--- src/rtl/dcache_req_arbiter_if.sv ---
// Requester-side and D$-side signals of the data-cache request arbiter.
// The arbiter connects through the slave modport; the environment drives through master.
interface dcache_req_arbiter_if #(
    parameter int NR_PORTS = 3,
    parameter int ADDR_W   = 12,
    parameter int DATA_W   = 64,
    parameter int MAX_OUT  = 4
);
    localparam int BE_W  = DATA_W / 8;
    localparam int CNT_W = $clog2(MAX_OUT) + 1;

    logic [NR_PORTS-1:0]        req_i;
    logic [NR_PORTS-1:0]        we_i;
    logic [NR_PORTS*ADDR_W-1:0] addr_i;
    logic [NR_PORTS*DATA_W-1:0] wdata_i;
    logic [NR_PORTS*BE_W-1:0]   be_i;
    logic [NR_PORTS-1:0]        gnt_o;
    logic [NR_PORTS-1:0]        rvalid_o;
    logic [DATA_W-1:0]          rdata_o;

    logic                       cache_req_o;
    logic                       cache_we_o;
    logic [ADDR_W-1:0]          cache_addr_o;
    logic [DATA_W-1:0]          cache_wdata_o;
    logic [BE_W-1:0]            cache_be_o;
    logic                       cache_gnt_i;
    logic                       cache_rvalid_i;
    logic [DATA_W-1:0]          cache_rdata_i;

    logic [CNT_W-1:0]           outstanding_o;
    logic                       err_o;

    modport slave (
        input  req_i, we_i, addr_i, wdata_i, be_i,
        input  cache_gnt_i, cache_rvalid_i, cache_rdata_i,
        output gnt_o, rvalid_o, rdata_o,
        output cache_req_o, cache_we_o, cache_addr_o, cache_wdata_o, cache_be_o,
        output outstanding_o, err_o
    );

    modport master (
        output req_i, we_i, addr_i, wdata_i, be_i,
        output cache_gnt_i, cache_rvalid_i, cache_rdata_i,
        input  gnt_o, rvalid_o, rdata_o,
        input  cache_req_o, cache_we_o, cache_addr_o, cache_wdata_o, cache_be_o,
        input  outstanding_o, err_o
    );
endinterface

--- src/rtl/dcache_req_arbiter.sv ---
// Round-robin arbiter sharing one D$ request port among NR_PORTS requesters,
// with request locking until grant and an in-order ID FIFO routing load data back.
module dcache_req_arbiter #(
    parameter int NR_PORTS = 3,
    parameter int ADDR_W   = 12,
    parameter int DATA_W   = 64,
    parameter int MAX_OUT  = 4
) (
    input  logic                  clk_i,
    input  logic                  rst_ni,
    dcache_req_arbiter_if.slave   bus
);
    localparam int IDX_W = $clog2(NR_PORTS);
    localparam int PTR_W = $clog2(MAX_OUT);
    localparam int CNT_W = PTR_W + 1;
    localparam int BE_W  = DATA_W / 8;

    typedef enum logic {IDLE, LOCKED} state_t;

    state_t             state_q;
    logic [IDX_W-1:0]   rr_q;
    logic [IDX_W-1:0]   lock_q;
    logic [PTR_W-1:0]   wr_ptr_q;
    logic [PTR_W-1:0]   rd_ptr_q;
    logic [CNT_W-1:0]   cnt_q;
    logic               err_q;
    logic [IDX_W-1:0]   fifo_q [MAX_OUT];

    logic               rr_hit;
    logic [IDX_W-1:0]   rr_idx;
    logic [IDX_W-1:0]   cand;
    logic [IDX_W-1:0]   sel;
    logic               sel_we;
    logic [ADDR_W-1:0]  sel_addr;
    logic [DATA_W-1:0]  sel_wdata;
    logic [BE_W-1:0]    sel_be;
    logic               fifo_full;
    logic               cache_req;
    logic               grant;
    logic               push;
    logic               pop;

    // NOTE: every signal written here gets a default first, so no path leaves it unassigned and no latch is inferred.
    always_comb begin
        rr_hit = 1'b0;
        rr_idx = '0;
        cand   = '0;
        for (int i = 0; i < NR_PORTS; i++) begin
            cand = IDX_W'((int'(rr_q) + i) % NR_PORTS);
            if (!rr_hit && bus.req_i[cand]) begin
                rr_hit = 1'b1;
                rr_idx = cand;
            end
        end
    end

    assign sel       = (state_q == LOCKED) ? lock_q : rr_idx;
    assign sel_we    = bus.we_i[sel];
    assign sel_addr  = bus.addr_i[int'(sel)*ADDR_W +: ADDR_W];
    assign sel_wdata = bus.wdata_i[int'(sel)*DATA_W +: DATA_W];
    assign sel_be    = bus.be_i[int'(sel)*BE_W +: BE_W];
    assign fifo_full = (cnt_q == CNT_W'(MAX_OUT));

    // A read winner facing a full FIFO stalls the port outright; lower-priority requesters are not tried.
    assign cache_req = rst_ni && ((state_q == LOCKED) ||
                                  (rr_hit && !(!bus.we_i[rr_idx] && fifo_full)));
    assign grant     = cache_req && bus.cache_gnt_i;
    assign push      = grant && !sel_we;
    assign pop       = bus.cache_rvalid_i && (cnt_q != '0);

    assign bus.cache_req_o   = cache_req;
    assign bus.cache_we_o    = cache_req && sel_we;
    assign bus.cache_addr_o  = cache_req ? sel_addr  : '0;
    assign bus.cache_wdata_o = cache_req ? sel_wdata : '0;
    assign bus.cache_be_o    = cache_req ? sel_be    : '0;
    assign bus.gnt_o         = grant ? (NR_PORTS'(1) << sel) : '0;
    assign bus.rvalid_o      = pop ? (NR_PORTS'(1) << fifo_q[rd_ptr_q]) : '0;
    assign bus.rdata_o       = pop ? bus.cache_rdata_i : '0;
    assign bus.outstanding_o = cnt_q;
    assign bus.err_o         = err_q;

    // NOTE: sequential state uses non-blocking assignments so every register samples pre-edge values.
    always_ff @(posedge clk_i or negedge rst_ni) begin
        if (!rst_ni) begin
            state_q  <= IDLE;
            rr_q     <= '0;
            lock_q   <= '0;
            wr_ptr_q <= '0;
            rd_ptr_q <= '0;
            cnt_q    <= '0;
            err_q    <= 1'b0;
        end else begin
            case (state_q)
                IDLE: begin
                    if (cache_req && !bus.cache_gnt_i) begin
                        state_q <= LOCKED;
                        lock_q  <= sel;
                    end
                end
                LOCKED: begin
                    if (bus.cache_gnt_i) state_q <= IDLE;
                end
                default: state_q <= IDLE;
            endcase

            if (grant)
                rr_q <= (sel == IDX_W'(NR_PORTS - 1)) ? '0 : sel + 1'b1;

            // Load data with nothing outstanding, or a locked requester withdrawing, is a protocol error.
            if ((bus.cache_rvalid_i && cnt_q == '0) ||
                (state_q == LOCKED && !bus.req_i[lock_q]))
                err_q <= 1'b1;

            if (push) wr_ptr_q <= wr_ptr_q + 1'b1;
            if (pop)  rd_ptr_q <= rd_ptr_q + 1'b1;
            case ({push, pop})
                2'b10:   cnt_q <= cnt_q + 1'b1;
                2'b01:   cnt_q <= cnt_q - 1'b1;
                default: cnt_q <= cnt_q;
            endcase
        end
    end

    // NOTE: the ID storage has no reset; only the pointers and count qualify its contents.
    always_ff @(posedge clk_i) begin
        if (push) fifo_q[wr_ptr_q] <= sel;
    end
endmodule

--- src/flat_wrapper.sv ---
// flat-port wrapper written by rule: the top's interface ports become plain ports
module dcache_req_arbiter_flat 
#(
    parameter int NR_PORTS = 3,
    parameter int ADDR_W   = 12,
    parameter int DATA_W   = 64,
    parameter int MAX_OUT  = 4
)
  (clk_i, rst_ni, bus_req_i, bus_we_i, bus_addr_i, bus_wdata_i, bus_be_i, bus_cache_gnt_i, bus_cache_rvalid_i, bus_cache_rdata_i, bus_gnt_o, bus_rvalid_o, bus_rdata_o, bus_cache_req_o, bus_cache_we_o, bus_cache_addr_o, bus_cache_wdata_o, bus_cache_be_o, bus_outstanding_o, bus_err_o);
  dcache_req_arbiter_if #(.NR_PORTS(NR_PORTS), .ADDR_W(ADDR_W), .DATA_W(DATA_W), .MAX_OUT(MAX_OUT)) bus_i ();
  input  logic clk_i;
  input  logic rst_ni;
  input wire logic [$bits(bus_i.req_i)-1:0] bus_req_i;
  input wire logic [$bits(bus_i.we_i)-1:0] bus_we_i;
  input wire logic [$bits(bus_i.addr_i)-1:0] bus_addr_i;
  input wire logic [$bits(bus_i.wdata_i)-1:0] bus_wdata_i;
  input wire logic [$bits(bus_i.be_i)-1:0] bus_be_i;
  input wire logic [$bits(bus_i.cache_gnt_i)-1:0] bus_cache_gnt_i;
  input wire logic [$bits(bus_i.cache_rvalid_i)-1:0] bus_cache_rvalid_i;
  input wire logic [$bits(bus_i.cache_rdata_i)-1:0] bus_cache_rdata_i;
  output wire logic [$bits(bus_i.gnt_o)-1:0] bus_gnt_o;
  output wire logic [$bits(bus_i.rvalid_o)-1:0] bus_rvalid_o;
  output wire logic [$bits(bus_i.rdata_o)-1:0] bus_rdata_o;
  output wire logic [$bits(bus_i.cache_req_o)-1:0] bus_cache_req_o;
  output wire logic [$bits(bus_i.cache_we_o)-1:0] bus_cache_we_o;
  output wire logic [$bits(bus_i.cache_addr_o)-1:0] bus_cache_addr_o;
  output wire logic [$bits(bus_i.cache_wdata_o)-1:0] bus_cache_wdata_o;
  output wire logic [$bits(bus_i.cache_be_o)-1:0] bus_cache_be_o;
  output wire logic [$bits(bus_i.outstanding_o)-1:0] bus_outstanding_o;
  output wire logic [$bits(bus_i.err_o)-1:0] bus_err_o;
  assign bus_i.req_i = bus_req_i;
  assign bus_i.we_i = bus_we_i;
  assign bus_i.addr_i = bus_addr_i;
  assign bus_i.wdata_i = bus_wdata_i;
  assign bus_i.be_i = bus_be_i;
  assign bus_i.cache_gnt_i = bus_cache_gnt_i;
  assign bus_i.cache_rvalid_i = bus_cache_rvalid_i;
  assign bus_i.cache_rdata_i = bus_cache_rdata_i;
  assign bus_gnt_o = bus_i.gnt_o;
  assign bus_rvalid_o = bus_i.rvalid_o;
  assign bus_rdata_o = bus_i.rdata_o;
  assign bus_cache_req_o = bus_i.cache_req_o;
  assign bus_cache_we_o = bus_i.cache_we_o;
  assign bus_cache_addr_o = bus_i.cache_addr_o;
  assign bus_cache_wdata_o = bus_i.cache_wdata_o;
  assign bus_cache_be_o = bus_i.cache_be_o;
  assign bus_outstanding_o = bus_i.outstanding_o;
  assign bus_err_o = bus_i.err_o;
  dcache_req_arbiter #(.NR_PORTS(NR_PORTS), .ADDR_W(ADDR_W), .DATA_W(DATA_W), .MAX_OUT(MAX_OUT)) u_core (.clk_i(clk_i), .rst_ni(rst_ni), .bus(bus_i));
endmodule
--- config.mk ---
export PLATFORM = sky130hd
export DESIGN_NAME = dcache_req_arbiter_flat
export DESIGN_NICKNAME = d
export VERILOG_FILES = /design/src/rtl/dcache_req_arbiter_if.sv /design/src/rtl/dcache_req_arbiter.sv /design/src/flat_wrapper.sv
export SDC_FILE = /design/constraint.sdc
export NUM_CORES = 1
export LEC_CHECK = 0
export BUFFER_PORTS_ARGS = -buffer_cell sky130_fd_sc_hd__clkbuf_2
export CORE_AREA = 2 2 189 191
export CTS_CLUSTER_SIZE = 10
export DETAILED_ROUTE_END_ITERATION = 12
export DIE_AREA = 0 0 191 193
export SLEW_MARGIN = 20
export SYNTH_ARGS = -nofsm -noshare
export SYNTH_HDL_FRONTEND = slang
export SYNTH_SLANG_ARGS = --single-unit
--- constraint.sdc ---
create_clock -name clk_i -period 4.2 [get_ports clk_i]
set_input_delay 0 -clock clk_i [delete_from_list [all_inputs] [get_ports clk_i]]
set_output_delay 0 -clock clk_i [all_outputs]
set_load 0.01 [all_outputs]
==> results of run 1 <==
[Yosys cell counts, types with 3 or more instances]
cell type   n
o22ai_1     3
buf_6       5
nand2b_1    5
a21oi_1     9
nor3_1      3
ha_1        9
a22oi_2    27
mux2i_1     9
xnor2_1     4
and2_1     69
nor2_1     89
buf_2       7
edfxtp_1    8
dfrtp_1    13
inv_1      19
a22oi_1    57
nand2_1    11
mux2_4     27
mux2_2     59
clkbuf_1   35
[routing by layer]
| layer | routed length [µm] | track usage |
|---|---|---|
| met1 | 7843 | 0.1126 |
| met2 | 11560 | 0.2128 |
| met3 | 1724 | 0.01122 |
| met4 | 633 | 0.03936 |
| met5 | 0 | 0 |
[state kept, by name, summed over array words and instances, names as in the netlist]
signal	cells
u_core.rd_ptr_q	2
u_core.bus.err_o	1
u_core.bus.outstanding_o	3
u_core.rr_q	2
u_core.state_q	1
u_core.fifo_q	8
u_core.wr_ptr_q	2
u_core.lock_q	2
[worst register-to-register path, cell delays in order (launching register included)]
cell      delay, ps
dfrtp_1         410
inv_1            90
ha_1            370
a21o_1          170
a21oi_1          70
or4_1           480
a221o_1         410
mux2_4          310
mux2i_1         140
o2111a_2        310
inv_1            70
ha_1            170
inv_1            60
fa_1            370
xor2_1          150
nor2_1          110
xor2_1          150
[kinds of logic after synthesis]
family / synth area share
xor+xnor: 0.01271
compound gates: 0.2312
simple gates: 0.2230
buf+inv: 0.07292
fa+ha+maj: 0.03207
flops: 0.1368
mux: 0.2914
[path summary, 6_finish.rpt]
kind                                              start                                 endpoint  cells after the start
max                          u_core.rr_q[1]$_DFFE_PN0P_                        bus_cache_be_o[1]                     12
min                                  bus_cache_rvalid_i             u_core.bus.err_o$_DFFE_PN0P_                      3
max reg2reg                  u_core.rr_q[1]$_DFFE_PN0P_  u_core.bus.outstanding_o[2]$_DFFE_PN0P_                     16
min reg2reg                u_core.bus.err_o$_DFFE_PN0P_             u_core.bus.err_o$_DFFE_PN0P_                      2
max in group asynchronous                        rst_ni           u_core.rd_ptr_q[0]$_DFFE_PN0P_                      2
min in group asynchronous                        rst_ni               u_core.rr_q[0]$_DFFE_PN0P_                      2
[final cells by class]
type | count | area (µm²)
timing repair buffer | 494 | 2512
fill | 3960 | 27860
inverter | 19 | 71.32
sequential | 21 | 565.5
tap | 461 | 576.8
clock buffer | 4 | 78.83
multi-input combinational | 411 | 3302
antenna | 1 | 2.502
[placed cells by master (no fill, tap or decap), drive strengths merged, types with 2 or more instances in the layout]
master,instances
nor3,3
and3,2
mux2i,9
and2,69
o22ai,3
o21ai,2
dlygate4sd3,2
a221o,2
nand2b,5
a22oi,84
nor2,89
edfxtp,8
xor2,2
clkbuf,489
buf,7
a21oi,9
dfrtp,13
xnor2,4
o2bb2ai,2
ha,9
mux4,2
mux2,86
nand2,11
nor3b,2
inv,19
[metrics by stage]
stage / std cells / hold WS, ps / power (mW) / utilization / worst slack [ps]
floorplan: 500 / -295.6 / 3.548 / - / 517.3
global placement: 1404 / -59.75 / 4.741 / 0.2004 / 409.6
detailed placement: 1404 / -58.09 / 4.815 / 0.2004 / 296.2
CTS: 1410 / 5.959 / 5.031 / 0.2033 / 271.1
global route: 1411 / 37.59 / 5.415 / 0.2033 / 48.81
finish: 1411 / 1.467 / 4.977 / 0.2033 / 288.0
[power breakdown]
part / switching [mW] / internal [mW] / leakage, nW
Clock: 0.0675 / 0.129 / 0.0382
Sequential: 0.0746 / 0.303 / 0.227
Combinational: 2.40 / 2.00 / 3.57
==> results.yml, run 1 <==
synth:
  synthCells: 500
  synth_flop_cell: "dfrtp_1"
  synth.largest_area_cell: "mux2_2"
  syn_area_um2: 4135
  yosys_warnings: 0
  synth_edf_count: 8
  syn_nets: 836
  syn_area_per_cell_um2: 8.270
  synthTopCellsByArea: "mux2_2 16%, and2_1 10%, a22oi_1 10%"
  seq_area_frac_synth: 0.1368
  yosysTopAreaCellShare: 0.1607
  synth_seq_cells: 21
  synth_async_sr_flop_share: 0.6190
  synthDistinctLibCells: 44
worst_setup_path:
  critical_path.cell_chain: "inv_1, ha_1, mux2i_1, o22ai_1, a221o_1, o211ai_1, o22ai_4, buf_4, buf_4, a22oi_1, nor2_1, clkbuf_2"
  cp_num_buf_inv: 4
  crit_arrival_ps: 3910
  r2r_slack_ps: 300
  crit_top_cell: "buf_4"
  critPathTopFamily: "buffers and inverters"
  worstSetupPathType: "register to output port"
  crit_path_start_kind: "register"
  worstPathMaxFanout: 55
  cp_slowest_cell: "buf_4"
  crit_path_max_incr_delay_ps: 600
  cp-end-kind: "output port"
  cp_data_required_time_ps: 4200
placement:
  place_hpwl_mm: 18.71
  port_buffers: 485
  dpl_cell_area_um2: 7008
  globalplace.congestion: 0.8244
global_route:
  antenna_found_initial: 2
  grt_pass1_vias: 5353
  grt_pass1_wl_mm: 30.03
  grt_max_degree: 88
  grt_use_total: 0.1060
  grt_overflow_total: 0
detailed_routing:
  vias_per_cell: 3.979
  drt-total-wl_mm: 21.76
  drtIter0Drc: 199
  drt_pass1_iterations: 4
  antenna_left: 0
  post_drt_wl_per_cell_um: 15.42
  drcViolationCount: 0
  vias: 5614
timing:
  setup_viol: 0
  worstMarginPinSlew_ps: 783.0
  rsz0062_at_grt: "false"
  post-route-period-util: 0.9314
  maxSlewViolCount: 0
  timing.fmax_mhz: 255.6
  skew_ps: 5.092
  hold_viol: 0
  fin_crit_ps: 3912
  slew_headroom: 0.4780
  final.setup.tns_ps: 0
clock_network:
  cts_buffers: 3
  path_clk_slew_ps: 60
  cts_root_buf: "clkbuf_16"
  holdBufCountCts: 2
  postCtsSetupBuffers: 0
  clock-sinks: 21
  htreeDepth: 1
  cts_tree: "built"
  cts_resized: 0
  clk_latency_ps: 250
  ctsLongestPathBuffers: 2
status:
  status: "finished clean"
floorplanning:
  coreArea_um2: 34960
  initial_core_util: 0.1183
  fp-row-count: 69
  die_w_um: 191
  io_pins: 486
  die_area_um2: 36860
  die_y_um: 193
run:
  drv_cap: 0
finish:
  layout-drive-gt1-share: 0.6491
  design_area_um2: 7109
  final_nets: 1286
  syn_to_final_growth_pct: 71.92
power_and_ir_drop:
  power_density_nw_per_um2: 700.0
  ir_drop_mv: 0.5623
  p_leak_nw: 3.834
min_path:
  hp-class: "primary input to register"
Power figures use the tool's default switching activity.
==> run 2, diff against run 1 <==
Settings changed: GPL_ROUTABILITY_DRIVEN from default to 1, GPL_TIMING_DRIVEN from default to 0.
==> run 2 against run 1 <==
The run now ends with hold timing left. Utilization grew 0.44 points. Combinational power up 9.1%. Highest routed layer unchanged. Via count is 3.5% higher. Largest cell class unchanged. Register-to-register slack worse by 90 ps. Hold slack got worse by 11 ps. Largest power group unchanged. First-iteration DRC count rose by 51%. Critical path type is now register to register. Design area increased by 2.1%. Sequential share of layout area fell by 0.17 points. Maximum frequency down 2.1%.
==> results.yml, run 2 (same netlist as run 1, synthesis figures left out) <==
status:
  status: "finished with violations"
  failed_checks: "hold timing"
clock_network:
  clock-sinks: 21
  cts_tree: "built"
  cts_root_buf: "clkbuf_16"
  htreeDepth: 1
  ctsLongestPathBuffers: 2
  path_clk_slew_ps: 60
  cts_buffers: 3
  clk_latency_ps: 260
min_path:
  hp-class: "primary input to register"
finish:
  mostFrequentLayoutCells: "491 x clkbuf_2, 89 x nor2_1, 69 x and2_1, 59 x mux2_2, 57 x a22oi_1"
  final_common_cell: "clkbuf_2"
  syn_to_final_growth_pct: 75.61
  largest_register_ffs: 8
  design_area_um2: 7262
  largest_register: "u_core.fifo_q"
  utilization: 0.2077
  layout-drive-gt1-share: 0.6354
  stdcell_count: 1453
  final_nets: 1327
global_route:
  gr-usage-met1: 0.1352
  use_met2: 0.2347
  grt_max_degree: 15
  grt_pass1_vias: 5466
  grt_pass1_wl_mm: 33.26
  grt_overflow_total: 0
  grt_use_total: 0.1218
  antenna_found_initial: 2
  grt_use_met3: 0.01357
  grt-busiest-layer: "met2"
timing:
  final.setup.tns_ps: 0
  skew_ps: 1.572
  finalWorstSetupSlack_ps: 205.4
  slew_headroom: 0.4675
  worstMarginPinSlew_ps: 798.8
  fin_crit_ps: 3995
  post-route-period-util: 0.9511
  maxSlewViolCount: 0
  hold_viol: 1
  rsz0062_at_grt: "false"
  timing.fmax_mhz: 250.3
  hold_ws_ps: -9.447
  setup_viol: 0
worst_setup_path:
  crit_path_start_kind: "register"
  worstPathMaxFanout: 7
  cp_data_required_time_ps: 4380
  worstSetupPathType: "register to register"
  cp-end-kind: "register"
  crit_arrival_ps: 4180
detailed_routing:
  drcViolationCount: 0
  post_drt_wl_per_cell_um: 16.95
  drtIter0Drc: 300
  drt-total-wl_mm: 24.63
  vias_per_cell: 3.997
  vias: 5808
  antenna_left: 0
  drt_pass1_iterations: 5
placement:
  place_hpwl_mm: 21.43
  dpl_cell_area_um2: 7136
  placedCellCount: 1445
  port_buffers: 484
  globalplace.congestion: 0.8413
  pre_cts_slack_ps: 34.06
floorplanning:
  die_y_um: 193
  fp-row-count: 69
  io_pins: 486
  die_w_um: 191
  coreArea_um2: 34960
  die_area_um2: 36860
  initial_core_util: 0.1183
run:
  drv_cap: 0
power_and_ir_drop:
  power_density_nw_per_um2: 739.8
  finalPower_mw: 5.372
  ir_drop_mv: 0.4715
  p_leak_nw: 3.915
run 2: cell count changes in the layout (fill, tap and decap cells not counted), sizes merged:
cell,delta
clkinv,+1
clkbuf,+32
dlygate4sd3,-1
buf,+9
diode,+1
run 2: final timing paths:
check,cells past startpoint,slack (ps),from,end
max,17,210,u_core.rr_q[1]$_DFFE_PN0P_,u_core.bus.outstanding_o[2]$_DFFE_PN0P_
min in group asynchronous,2,250,rst_ni,u_core.wr_ptr_q[1]$_DFFE_PN0P_
max reg2reg,17,210,u_core.rr_q[1]$_DFFE_PN0P_,u_core.bus.outstanding_o[2]$_DFFE_PN0P_
max in group asynchronous,2,3680,rst_ni,u_core.rd_ptr_q[0]$_DFFE_PN0P_
min reg2reg,2,500,u_core.bus.err_o$_DFFE_PN0P_,u_core.bus.err_o$_DFFE_PN0P_
min,3,-9,bus_cache_rvalid_i,u_core.bus.err_o$_DFFE_PN0P_
run 2: power by group:
part | internal [mW] | total (mW) | leakage [nW] | switching, mW
clock network | 0.128 | 0.205 | 0.0409 | 0.0766
logic | 2.12 | 4.80 | 3.65 | 2.68
registers | 0.303 | 0.370 | 0.227 | 0.0674
total | 2.55 | 5.37 | 3.91 | 2.83
run 2: routing by layer:
layer / share of wire / vias up
met2: 0.51 / 343
li1: - / 2761
met5: 0 / -
met1: 0.38 / 2674
met4: 0.033 / 0
met3: 0.077 / 30
run 2: area by class of cell:
| class | count | area [µm²] |
|---|---|---|
| multi-input combinational | 411 | 3281 |
| buffer | 48 | 235.2 |
| antenna | 2 | 5.005 |
| clock buffer | 3 | 75.07 |
| clock inverter | 1 | 5.005 |
| inverter | 19 | 71.32 |
| tap | 461 | 576.8 |
| timing repair buffer | 487 | 2447 |
| sequential | 21 | 565.5 |
| fill | 3941 | 27700 |
run 2: repair_timing:
item                       CTS  global route
hold buffers                 1             0
hold endpoints to repair    13             0
setup endpoints to repair   41            49
buffers inserted             0             2
pin swaps                    0             1
gates resized for setup      4             8
run 2: worst max-delay path: stages (launching register included):
cell and delay (ps):
dfrtp_1 390, inv_1 80, ha_1 260, and2b_1 260
nor3_1 60, or4_1 530, a221o_1 390, mux2_2 290
buf_6 150, mux2i_1 150, o2111a_2 280, inv_1 70
ha_1 170, inv_1 60, fa_1 370, xor2_1 150
nor2_1 120, xor2_1 150
